File: src/rtl/jacobi_pivot_search.sv
// -----------------------------------------------------------------------------
// jacobi_pivot_search
//
// Purpose:
//   Scans a row-major stream of a 32x32 single-precision matrix and finds the
//   strictly-upper-triangular element with the largest magnitude (the Jacobi
//   rotation pivot). The magnitude compare is an unsigned compare of the
//   IEEE-754 bits [30:0]. This works because, for non-NaN values, that bit
//   pattern is monotonic in |x|. NaN candidates are skipped. +/-Inf is a
//   legal candidate. On a tie, the earliest element in stream order wins.
//
// Ports:
//   clk        in   1   clock
//   reset      in   1   synchronous active-high reset
//   in_valid   in   1   element valid
//   in_ready   out  1   block accepts element (high while scanning)
//   in_data    in   32  IEEE-754 single, element k -> row k[9:5], col k[4:0]
//   out_valid  out  1   pivot result valid (held until out_ready)
//   out_ready  in   1   consumer accepts result
//   out_i      out  5   pivot row index
//   out_j      out  5   pivot column index (always > out_i)
//   out_val    out  32  pivot element exactly as received (sign kept)
//   out_zero   out  1   no off-diagonal upper element had |x| > 0
//
// Optional feature (macro JACOBI_PIVOT_THRESH_EN):
//   thresh     in   31  convergence threshold (magnitude bits)
//   out_conv   out  1   final best magnitude < thresh
// -----------------------------------------------------------------------------
module jacobi_pivot_search (
   input  logic        clk,
   input  logic        reset,
   input  logic        in_valid,
   output logic        in_ready,
   input  logic [31:0] in_data,
`ifdef JACOBI_PIVOT_THRESH_EN
   input  logic [30:0] thresh,
   output logic        out_conv,
`endif
   output logic        out_valid,
   input  logic        out_ready,
   output logic [4:0]  out_i,
   output logic [4:0]  out_j,
   output logic [31:0] out_val,
   output logic        out_zero
);

   typedef enum logic {
      SCAN = 1'b0,
      HOLD = 1'b1
   } state_t;

   localparam logic [9:0]  LAST_IDX  = 10'd1023;
   localparam logic [4:0]  INIT_I    = 5'd0;
   localparam logic [4:0]  INIT_J    = 5'd1;
   localparam logic [30:0] INIT_MAG  = 31'd0;
   localparam logic [31:0] INIT_VAL  = 32'h0000_0000;

   state_t      state_q, state_d;
   logic [9:0]  cnt_q, cnt_d;

   // Running best of the scan in progress.
   logic [30:0] best_mag_q, best_mag_d;
   logic [4:0]  best_i_q, best_i_d;
   logic [4:0]  best_j_q, best_j_d;
   logic [31:0] best_val_q, best_val_d;

   // Published result. It is kept apart from the running best so that the
   // outputs stay frozen across HOLD while the best is re-initialised.
   logic [4:0]  res_i_q, res_i_d;
   logic [4:0]  res_j_q, res_j_d;
   logic [31:0] res_val_q, res_val_d;
   logic        res_zero_q, res_zero_d;
`ifdef JACOBI_PIVOT_THRESH_EN
   logic        res_conv_q, res_conv_d;
`endif

   // Element classification
   logic [4:0]  row;
   logic [4:0]  col;
   logic        accept;
   logic        is_nan;
   logic        is_cand;
   logic        take;
   logic        last;

   // Best including the element currently being accepted.
   logic [30:0] upd_mag;
   logic [4:0]  upd_i;
   logic [4:0]  upd_j;
   logic [31:0] upd_val;

   assign row     = cnt_q[9:5];
   assign col     = cnt_q[4:0];
   assign accept  = in_valid && (state_q == SCAN);
   assign is_nan  = (&in_data[30:23]) && (|in_data[22:0]);
   assign is_cand = (col > row) && !is_nan;
   // A strict compare keeps the earliest element on ties.
   // It also means a -0.0 candidate can never displace the initial zero best.
   assign take    = accept && is_cand && (in_data[30:0] > best_mag_q);
   assign last    = accept && (cnt_q == LAST_IDX);

   assign upd_mag = take ? in_data[30:0] : best_mag_q;
   assign upd_i   = take ? row           : best_i_q;
   assign upd_j   = take ? col           : best_j_q;
   assign upd_val = take ? in_data       : best_val_q;

   // -------------------------------------------------------------------------
   // Next-state and output logic
   // -------------------------------------------------------------------------
   always_comb begin
      state_d    = state_q;
      cnt_d      = cnt_q;
      best_mag_d = best_mag_q;
      best_i_d   = best_i_q;
      best_j_d   = best_j_q;
      best_val_d = best_val_q;
      res_i_d    = res_i_q;
      res_j_d    = res_j_q;
      res_val_d  = res_val_q;
      res_zero_d = res_zero_q;
`ifdef JACOBI_PIVOT_THRESH_EN
      res_conv_d = res_conv_q;
`endif
      in_ready   = 1'b0;
      out_valid  = 1'b0;

      case (state_q)
         SCAN: begin
            in_ready = 1'b1;
            if (accept) begin
               cnt_d      = cnt_q + 10'd1;
               best_mag_d = upd_mag;
               best_i_d   = upd_i;
               best_j_d   = upd_j;
               best_val_d = upd_val;
               if (last) begin
                  state_d    = HOLD;
                  res_i_d    = upd_i;
                  res_j_d    = upd_j;
                  res_val_d  = upd_val;
                  res_zero_d = (upd_mag == INIT_MAG);
`ifdef JACOBI_PIVOT_THRESH_EN
                  res_conv_d = (upd_mag < thresh);
`endif
                  // Arm the running best for the next matrix now.
                  // The HOLD->SCAN transition then needs no extra work.
                  best_mag_d = INIT_MAG;
                  best_i_d   = INIT_I;
                  best_j_d   = INIT_J;
                  best_val_d = INIT_VAL;
               end
            end
         end
         HOLD: begin
            out_valid = 1'b1;
            if (out_ready) begin
               state_d = SCAN;
               cnt_d   = 10'd0;
            end
         end
         default: begin
            state_d = SCAN;
         end
      endcase
   end

   // -------------------------------------------------------------------------
   // State registers
   // -------------------------------------------------------------------------
   always_ff @(posedge clk) begin
      if (reset) begin
         state_q    <= SCAN;
         cnt_q      <= 10'd0;
         best_mag_q <= INIT_MAG;
         best_i_q   <= INIT_I;
         best_j_q   <= INIT_J;
         best_val_q <= INIT_VAL;
         res_i_q    <= INIT_I;
         res_j_q    <= INIT_J;
         res_val_q  <= INIT_VAL;
         res_zero_q <= 1'b1;
`ifdef JACOBI_PIVOT_THRESH_EN
         res_conv_q <= 1'b1;
`endif
      end else begin
         state_q    <= state_d;
         cnt_q      <= cnt_d;
         best_mag_q <= best_mag_d;
         best_i_q   <= best_i_d;
         best_j_q   <= best_j_d;
         best_val_q <= best_val_d;
         res_i_q    <= res_i_d;
         res_j_q    <= res_j_d;
         res_val_q  <= res_val_d;
         res_zero_q <= res_zero_d;
`ifdef JACOBI_PIVOT_THRESH_EN
         res_conv_q <= res_conv_d;
`endif
      end
   end

   assign out_i    = res_i_q;
   assign out_j    = res_j_q;
   assign out_val  = res_val_q;
   assign out_zero = res_zero_q;
`ifdef JACOBI_PIVOT_THRESH_EN
   assign out_conv = res_conv_q;
`endif

endmodule

File: config.mk
export PLATFORM = sky130hd
export DESIGN_NAME = jacobi_pivot_search
export DESIGN_NICKNAME = d
export VERILOG_FILES = /design/src/rtl/jacobi_pivot_search.sv
export SDC_FILE = /design/constraint.sdc
export NUM_CORES = 1
export LEC_CHECK = 0
export CAP_MARGIN = 20
export CORE_MARGIN = 2
export CORE_UTILIZATION = 56
export CTS_BUF_LIST = sky130_fd_sc_hd__clkbuf_2
export DETAILED_ROUTE_END_ITERATION = 12
export GPL_TIMING_DRIVEN = 0
export PLACE_DENSITY_LB_ADDON = 0.25
export SYNTH_ARGS = -nofsm -noshare
export SYNTH_HDL_FRONTEND = slang
export SYNTH_SLANG_ARGS = --single-unit
File: constraint.sdc
create_clock -name clk -period 2.8 [get_ports clk]
set_input_delay 0.28 -clock clk [delete_from_list [all_inputs] [get_ports clk]]
set_output_delay 0.28 -clock clk [all_outputs]
set_load 0.02 [all_outputs]
# Word level (Yosys, flattened, before mapping)
# Cells that the tools add are included.
dict set report classes {
  n_lt_le_gt_ge 2
  eq_ne 3
  n_addsub 1
  muxes 17
  reduce_logical 13
  bitwise 1
}
# operator n
set ops {}
lappend ops {{32-bit two-way mux} 2}
lappend ops {{31-bit two-way mux} 2}
lappend ops {{31-bit > comparator} 1}
lappend ops {{31-bit zero test} 1}
lappend ops {{23-bit OR reduction} 1}
lappend ops {{10-bit two-way mux} 2}
lappend ops {{5-bit two-way mux} 4}
lappend ops {{10-bit case mux with 2 select lines} 1}
lappend ops {{10-bit by 1-bit adder with 10-bit output (second input constant)} 1}
lappend ops {{10-bit equality test (second input constant)} 1}
lappend ops {{8-bit AND reduction} 1}
lappend ops {{1-bit logical AND} 6}
lappend ops {{5-bit > comparator} 1}
lappend ops {{1-bit two-way mux} 5}
lappend ops {{2-bit != test (second input constant)} 2}
lappend ops {{2-bit AND reduction} 2}
lappend ops {{3-bit AND reduction} 1}
lappend ops {{1-bit case mux with 2 select lines} 1}
lappend ops {{1-bit zero test} 1}
lappend ops {{1-bit inverter} 1}
dict set report totals {
  in_bits 36
  output_inout_bits 45
  regBits 127
  word_cells 47
}

# Logic depth before layout (Yosys ltp)
# Gate-level depths: netlist (run 1).
dict set report logic_depth {
  word_depth 8
  depth_mapped 12
  mapped_depth_nobuf 9
}

# Least setup slack after synthesis (run 1)
# No wires, ideal clock.
dict set report synth_timing {
  kind {register to register}
  start {register cnt_q[8]}
  end {register best_j_q[0]}
  n_path_buf 4
  setup_ns 0.142
  stages_incl_launch_ff 13
  setup_slack_ns 0.224
  t_arrival_ns 2.434
  required_ns 2.658
  period_less_slack_ns 2.576
  cell_sequence {dfxtp_1 > clkbuf_1 > inv_1 > ha_1 > a21boi_0 > o21a_1 > o2111a_1 > o21ai_1 > buf_6 > nor3b_1 > clkbuf_1 > clkbuf_1 > a22oi_1}
}
dict set report synth_between {
  elab_chain_cells 6
  elab_cells_between_ends 8
  classes_between {order compare: 1; eq/ne: 1; mux: 2; reduce/logical: 4}
}
# element line_no
set synth_lines {}
lappend synth_lines {{start, declared} 59} ;# logic [9:0] cnt_q, cnt_d;
lappend synth_lines {{start signal, assigned} 187} ;# cnt_q <= cnt_d;
lappend synth_lines {{5-bit > comparator} 96} ;# assign is_cand = (col > row) && !is_nan;
lappend synth_lines {{1-bit logical AND} 96}
lappend synth_lines {{1-bit logical AND (2 in a row)} 99} ;# assign take = accept && is_cand && (in_data[30:0] > best_mag_q);
lappend synth_lines {{5-bit two-way mux} 104} ;# assign upd_j = take ? col : best_j_q;
lappend synth_lines {{5-bit two-way mux *} 136} ;# if (last) begin
lappend synth_lines {{end signal, assigned} 190} ;# best_j_q <= best_j_d;
lappend synth_lines {{end, declared} 64} ;# logic [4:0] best_j_q, best_j_d;
# Every way passes the cells marked *; elsewhere a longest branch is shown, timed or not.
# A chain may end at the register's enable or synchronous reset.

# Final worst setup path (run 1)
dict set report layout_timing {
  start {register best_mag_q[30]}
  end {register best_val_q[9]}
}
dict set report layout_between {
  elab_chain_cells 4
}
# element line_no
set layout_lines {}
lappend layout_lines {{start, declared} 62} ;# logic [30:0] best_mag_q, best_mag_d;
lappend layout_lines {{start signal, assigned} 188} ;# best_mag_q <= best_mag_d;
lappend layout_lines {{31-bit > comparator} 99}
lappend layout_lines {{1-bit logical AND} 99}
lappend layout_lines {{32-bit two-way mux} 105} ;# assign upd_val = take ? in_data : best_val_q;
lappend layout_lines {{32-bit two-way mux} 136}
lappend layout_lines {{end signal, assigned} 191} ;# best_val_q <= best_val_d;
lappend layout_lines {{end, declared} 65} ;# logic [31:0] best_val_q, best_val_d;
# No other way between the ends.

==> impl_metrics.tcl, run 1 <==
set metrics [dict create \
    global_route.overflow_total 0 \
    tritoncts "built" \
    min_tclk_post_route_ns 2.73 \
    final_core_utilization 0.713 \
    design.portCount 81 \
    outcome "completed" \
    die_area_um2 10900 \
    report.final.slew_viol_count 0 \
    place.gp.congestion 0.928 \
    clockBufferDepth 2 \
    timing.hold.worst.start "in_data[31]" \
    drt-total-wl_mm 13.8 \
    cts-hold-fix-buffers 0 \
    worst_supply_voltage_drop_on_vdd_uv 273 \
    synthDistinctLibCells 40 \
    worst-endpoint-required_ns 3.41 \
    synth.cell_area_um2 5640 \
    fin_hold_ws_ns 0.216 \
    hpwlAfterDp_mm 9.98 \
    crit_fanout 10 \
    cp_data_arrival_time_ns 3.34 \
    antenna_violating_nets_post_route 0 \
    wire_length_of_the_first_global_routing_pass_mm 22.5 \
    powerDensity_nw_per_um2 502 \
    clk_pin_slew_worst_paths_ns 0.21 \
    vias_per_cell 5.89 \
    htree_num_levels 4 \
    timing.slew.headroom 0.615 \
    synth-edff-count 0 \
    filler_cell_count 756 \
    worst_hold_path.num_cells 2 \
    area_fraction_of_the_dominant_cell_type_after_synthesis 0.450 \
    pre_cts_ws_ns -0.880 \
    detailroute.via_count 4878 \
    finalHoldViolations 0 \
    setup.worst_path.start_class "flip-flop" \
    yosys_register_bits 127 \
    dr.pass1.iters 7 \
    root_buffer "sky130_fd_sc_hd__clkbuf_2" \
    placement.io_buffers 80 \
    areaGrowthSynthToFinish_pct 23.4 \
    tightest_slew_ns 0.577 \
    max_clock_freq_ghz 0.366 \
    number_of_antenna_repair_diodes 0 \
    finalWorstSetupSlack_ns 0.0661 \
    globalRouteTotalUtil 0.258 \
    leakage_nw 2.77 \
    total_clock_buffers_created_by_cts 17 \
    holdPathEnd "best_val_q[31]" \
    reg2reg_to "best_val_q[9]" \
    synth.yosys.warnings 0 \
    grt_start_max_net_pins 17 \
    min-delay-path-class "in2reg" \
    cap_violations 0 \
    grt_pass1_vias 4546 \
    clk_skew_ns 0.0325 \
    synthArstFlopShare 0 \
    rrSetupSlack_ns 0.07 \
    seq_area_frac_synth 0.450 \
    synth_largest_area_cell "sky130_fd_sc_hd__dfxtp_1" \
    die_width_um 104 \
    worst_setup_path_end_kind "flip-flop" \
    wl_per_cell_um 16.7 \
    criticalPathCategory "reg2reg" \
    drt-initial-drc-count 229 \
    finalSetupTns_ns 0 \
    postSynthAreaPerCell_um2 9.75 \
    yosys-top-cells-area "sky130_fd_sc_hd__dfxtp_1 (45%), sky130_fd_sc_hd__a22o_1 (11%), sky130_fd_sc_hd__ha_1 (8.2%)" \
    start_util 0.577 \
    yosysMostFrequentCell "sky130_fd_sc_hd__dfxtp_1" \
    die_h_um 104 \
    synth_commonest_cells "sky130_fd_sc_hd__dfxtp_1 (127), sky130_fd_sc_hd__a22o_1 (72), sky130_fd_sc_hd__nor2_1 (67)" \
    placementRows 36 \
    drive_above_1_share 0.109 \
    core_footprint_um2 9770 \
    r2r_start "best_mag_q[30]" \
    syn-num-nets 652 \
    drt_drc_violations_left 0 \
    synthFlopType "sky130_fd_sc_hd__dfxtp_1" \
    power.total_mw 3.50 \
    design.final.nets 755 \
    clkLatencyLatePin_ns 0.72 \
    tritoncts_num_sinks 127 \
    gate_count_post_synth 579 \
    ff2ff_path_depth 12 \
    initial_antenna_violation_count 0 \
    layout_worst_path_cycle_share 0.976 \
    setup_viol 0 \
]
-- layer usage --
metal  vias up  wire [um]  track usage
met4         0        188       0.0840
met3        20        939       0.0614
met2       171       6680        0.433
met1      2333       6030        0.326
met5         -          0            0
li1       2354          -            -
-- where the power goes --
group	internal [mW]	total (mW)	switching (mW)	leakage [nW]
combinational	0.223	0.479	0.256	1.62
clock	0.400	1.12	0.718	0.127
sequential	1.86	1.90	0.0391	1.03
total	2.49	3.50	1.01	2.77
-- area by class of cell --
cell class	count	area, um2	share of cell area
clock inverters	15	146	0.0210
well taps	133	166	0.0239
plain buffers	35	236	0.0339
repair buffers	85	851	0.122
clock buffers	17	85.1	0.0122
flip-flops and latches	127	2550	0.366
multi-input cells	378	2790	0.400
inverters	38	143	0.0205
-- layout by cell type, fill, tap and decap left out, types with 5 or more instances in the layout --
cell type and count:
sky130_fd_sc_hd__nor3_1 7, sky130_fd_sc_hd__nand3_1 8, sky130_fd_sc_hd__buf_2 6, sky130_fd_sc_hd__buf_4 6, sky130_fd_sc_hd__a211oi_1 44, sky130_fd_sc_hd__ha_1 37
sky130_fd_sc_hd__dfxtp_1 119, sky130_fd_sc_hd__clkbuf_2 20, sky130_fd_sc_hd__clkbuf_4 7, sky130_fd_sc_hd__clkbuf_1 7, sky130_fd_sc_hd__nand2_1 18, sky130_fd_sc_hd__clkinvlp_4 5
sky130_fd_sc_hd__nor4_1 15, sky130_fd_sc_hd__a22o_1 72, sky130_fd_sc_hd__nor2_1 67, sky130_fd_sc_hd__o21ai_0 7, sky130_fd_sc_hd__mux2i_1 35, sky130_fd_sc_hd__dfxtp_2 8
sky130_fd_sc_hd__inv_1 37, sky130_fd_sc_hd__clkdlybuf4s50_1 80, sky130_fd_sc_hd__buf_6 8, sky130_fd_sc_hd__a21oi_1 20, sky130_fd_sc_hd__nand4_1 11
-- how the worst max path moves through the flow --
stage	to	start
floorplan	best_j_q[0]	cnt_q[8]
global placement	best_val_q[17]	in_data[22]
detailed placement	best_val_q[24]	in_data[22]
CTS	best_mag_q[11]	best_mag_q[26]
global route	best_val_q[7]	best_mag_q[4]
finish	best_val_q[9]	best_mag_q[30]
-- worst max-delay path: stages (launching register included) --
cell and delay, ns:
sky130_fd_sc_hd__dfxtp_1 0.43, sky130_fd_sc_hd__inv_1 0.06, sky130_fd_sc_hd__ha_1 0.29, sky130_fd_sc_hd__nand4_1 0.13, sky130_fd_sc_hd__buf_4 0.18, sky130_fd_sc_hd__or4_1 0.40
sky130_fd_sc_hd__a21oi_1 0.15, sky130_fd_sc_hd__o21ai_1 0.09, sky130_fd_sc_hd__buf_6 0.16, sky130_fd_sc_hd__nor3b_2 0.17, sky130_fd_sc_hd__buf_4 0.18, sky130_fd_sc_hd__clkbuf_4 0.19
sky130_fd_sc_hd__a22o_1 0.19
-- kinds of logic after synthesis --
| kind of cell | after synthesis | share of synthesized area |
|---|---|---|
| AOI/OAI and AO/OA | 161 | 0.221 |
| xor gates and xnor gates | 2 | 0.00310 |
| adders and majority gates | 37 | 0.0820 |
| buffers and inverters | 74 | 0.0614 |
| DFF | 127 | 0.450 |
| muxes | 35 | 0.0621 |
| and+or+nand+nor | 143 | 0.120 |
-- repair_timing --
| item | 4_1_cts | 5_1_grt |
|---|---|---|
| pin swaps | 1 | 4 |
| setup buffers | 2 | 2 |
| setup endpoints to repair | 97 | 108 |
| gates cloned | 0 | 1 |
| gates resized for setup | 15 | 27 |
-- metrics by stage --
stage,instances,area (um2)
final,828,6970
after global routing,828,6970
after CTS,825,6900
after detailed placement,792,6610
after global placement,792,6610
after floorplan,579,5640
-- flip-flops by register name, indices dropped and copies added (netlist names) --
| register | cells |
|---|---|
| out_zero | 1 |
| best_j_q | 5 |
| state_q | 1 |
| best_i_q | 5 |
| best_mag_q | 31 |
| out_j | 5 |
| cnt_q | 10 |
| out_i | 5 |
| best_val_q | 32 |
| out_val | 32 |
Note: power is estimated with default switching activity, not from simulation.
==> run 2, diff against run 1 <==
- PLACE_DENSITY: default -> 0.82
- PLACE_DENSITY_LB_ADDON: 0.25 -> default
- RECOVER_POWER: default -> 100
- SLEW_MARGIN: default -> 20
==> run 2 against run 1 <==
  * Flip-flop and latch count unchanged
  * Sequential share of layout area about the same
  * Sequential power about the same
  * Highest routed layer unchanged
  * Total power decreased by 2.1%
  * Non-clock buffer count increased by 4
  * Clock skew decreased by 0.011 ns
  * Worst hold slack improved by 0.0056 ns
==> impl_metrics.tcl, run 2 (same netlist as run 1, synthesis figures left out) <==
set metrics [dict create \
    outcome "completed" \
    crit_fanout 10 \
    grt_pass1_vias 4649 \
    design.portCount 81 \
    grt_start_max_net_pins 17 \
    tritoncts_num_sinks 127 \
    finalHoldViolations 0 \
    cts-hold-fix-buffers 0 \
    power.share.combinational 0.143 \
    initial_antenna_violation_count 0 \
    sw_frac_of_total 0.275 \
    drive_above_1_share 0.124 \
    cp_data_arrival_time_ns 3.29 \
    final_cells 829 \
    antenna_violating_nets_post_route 0 \
    clkLatencyLatePin_ns 0.70 \
    placed_area_um2 6610 \
    pre_cts_ws_ns -0.862 \
    mostFrequentLayoutCells "sky130_fd_sc_hd__dfxtp_1 (113), sky130_fd_sc_hd__a22o_1 (72), sky130_fd_sc_hd__nor2_1 (67), sky130_fd_sc_hd__dlygate4sd3_1 (45), sky130_fd_sc_hd__a211oi_1 (44)" \
    min_tclk_post_route_ns 2.69 \
    reg2reg_to "best_mag_q[8]" \
    r2r_start "best_mag_q[25]" \
    wire_length_of_the_first_global_routing_pass_mm 23.0 \
    hpwlAfterDp_mm 10.2 \
    worst_supply_voltage_drop_on_vdd_uv 291 \
    placement.io_buffers 80 \
    filler_cell_count 784 \
    detailroute.via_count 4893 \
    wl_per_cell_um 17.0 \
    powerDensity_nw_per_um2 490 \
    clk_pin_slew_worst_paths_ns 0.18 \
    number_of_antenna_repair_diodes 0 \
    share_clk_of_total_power 0.302 \
    total_switching_power_uw 942 \
    tightest_slew_ns 0.526 \
    timing.slew.headroom 0.649 \
    areaGrowthSynthToFinish_pct 23.9 \
    layout_worst_path_cycle_share 0.962 \
    criticalPathCategory "reg2reg" \
    seqCellArea_um2 2560 \
    max_clock_freq_ghz 0.371 \
    die_area_um2 10900 \
    ff2ff_path_depth 11 \
    drt_drc_violations_left 0 \
    root_buffer "sky130_fd_sc_hd__clkbuf_2" \
    global_route.overflow_total 0 \
    clk_skew_ns 0.0214 \
    vias_per_cell 5.90 \
    min-delay-path-class "in2reg" \
    globalRouteTotalUtil 0.266 \
    dr.pass1.iters 4 \
    core_footprint_um2 9770 \
    power_report.internal_total_mw 2.49 \
    numPlacedInstances 792 \
    cap_violations 0 \
    drt-total-wl_mm 14.1 \
    worst-endpoint-required_ns 3.40 \
    power.share.sequential 0.555 \
    tritoncts "built" \
    crit_path_capture "best_mag_q[8]" \
    finalWorstSetupSlack_ns 0.106 \
    setup.worst_path.start_class "flip-flop" \
    drt-initial-drc-count 256 \
    timing.hold.worst.start "in_data[31]" \
    worst_setup_path_end_kind "flip-flop" \
    start_util 0.577 \
    leakage_nw 2.94 \
    crit_start "best_mag_q[25]" \
    layout.cell_area.non_filler_um2 6990 \
    total_clock_buffers_created_by_cts 17 \
    place.gp.congestion 0.862 \
    multi_input_area_um2 2820 \
    placementRows 36 \
    setup_repair_after_global_routing_missed_its_margin "true" \
    rrSetupSlack_ns 0.11 \
    htree_num_levels 4 \
    design.final.nets 759 \
    mostFrequentLayoutCell "sky130_fd_sc_hd__dfxtp_1" \
    die_width_um 104 \
    setup_viol 0 \
    report.final.slew_viol_count 0 \
    clockBufferDepth 2 \
    die_h_um 104 \
]
## run 2: worst min-delay path by stage
stage | depth (start not counted) | endpoint | slack, ns
finish | 2 | best_val_q[31] | 0.22
global route | 2 | best_val_q[31] | 0.20
CTS | 2 | best_val_q[31] | 0.17
detailed placement | 1 | best_val_q[3] | 0.46
global placement | 1 | best_val_q[6] | 0.46
floorplan | 1 | best_mag_q[0] | 0.41
## run 2: final cells by class
| type | instances | area share |
|---|---|---|
| buffer | 35 | 0.0347 |
| clock buffer | 20 | 0.0143 |
| tap | 133 | 0.0238 |
| clock inverter | 9 | 0.0138 |
| timing repair buffer | 89 | 0.124 |
| sequential | 127 | 0.366 |
| inverter | 38 | 0.0204 |
| multi-input combinational | 378 | 0.403 |
## run 2: timing repair
action / in CTS / in global routing
setup endpoints to repair: 88 / 113
cloned: 0 / 1
resized for setup: 17 / 41
hold endpoints to repair: 0 / 0
pin swaps: 2 / 2
setup buffers: 3 / 5
## run 2: metal layers
metal	part of all wire	global-route usage
met1	0.46	0.341
met2	0.48	0.442
met3	0.049	0.0545
met4	0.014	0.0994
met5	0	0
## run 2: power by group through the flow
| stage | clock (mW) | combinational, mW | sequential (mW) |
|---|---|---|---|
| 2_1_floorplan | 0 | 0.290 | 1.93 |
| 3_3_place_gp | 0 | 0.437 | 1.94 |
| 3_5_place_dp | 0 | 0.452 | 1.94 |
| 4_1_cts | 1.05 | 0.465 | 1.90 |
| 5_1_grt | 1.12 | 0.541 | 1.91 |
| 6_report | 1.04 | 0.490 | 1.90 |
## run 2: through the flow
step,TNS (ns),utilization,hold slack [ns],power [mW]
after floorplan,0,-,0.413,2.22
after global placement,-66.46,0.676,0.455,2.37
after detailed placement,-70.86,0.676,0.456,2.39
after CTS,0,0.703,0.171,3.42
after global routing,0,0.716,0.203,3.57
final,0,0.716,0.221,3.43
## run 2: critical path, cell delays in order, from the launching register on
cell and delay (ns):
sky130_fd_sc_hd__dfxtp_2 0.38, sky130_fd_sc_hd__inv_1 0.05, sky130_fd_sc_hd__ha_1 0.29, sky130_fd_sc_hd__nand4_1 0.22, sky130_fd_sc_hd__or4_4 0.54, sky130_fd_sc_hd__a21oi_2 0.12, sky130_fd_sc_hd__o21ai_1 0.08, sky130_fd_sc_hd__buf_6 0.17
sky130_fd_sc_hd__nor3b_2 0.17, sky130_fd_sc_hd__buf_4 0.19, sky130_fd_sc_hd__buf_4 0.18, sky130_fd_sc_hd__a22o_1 0.20
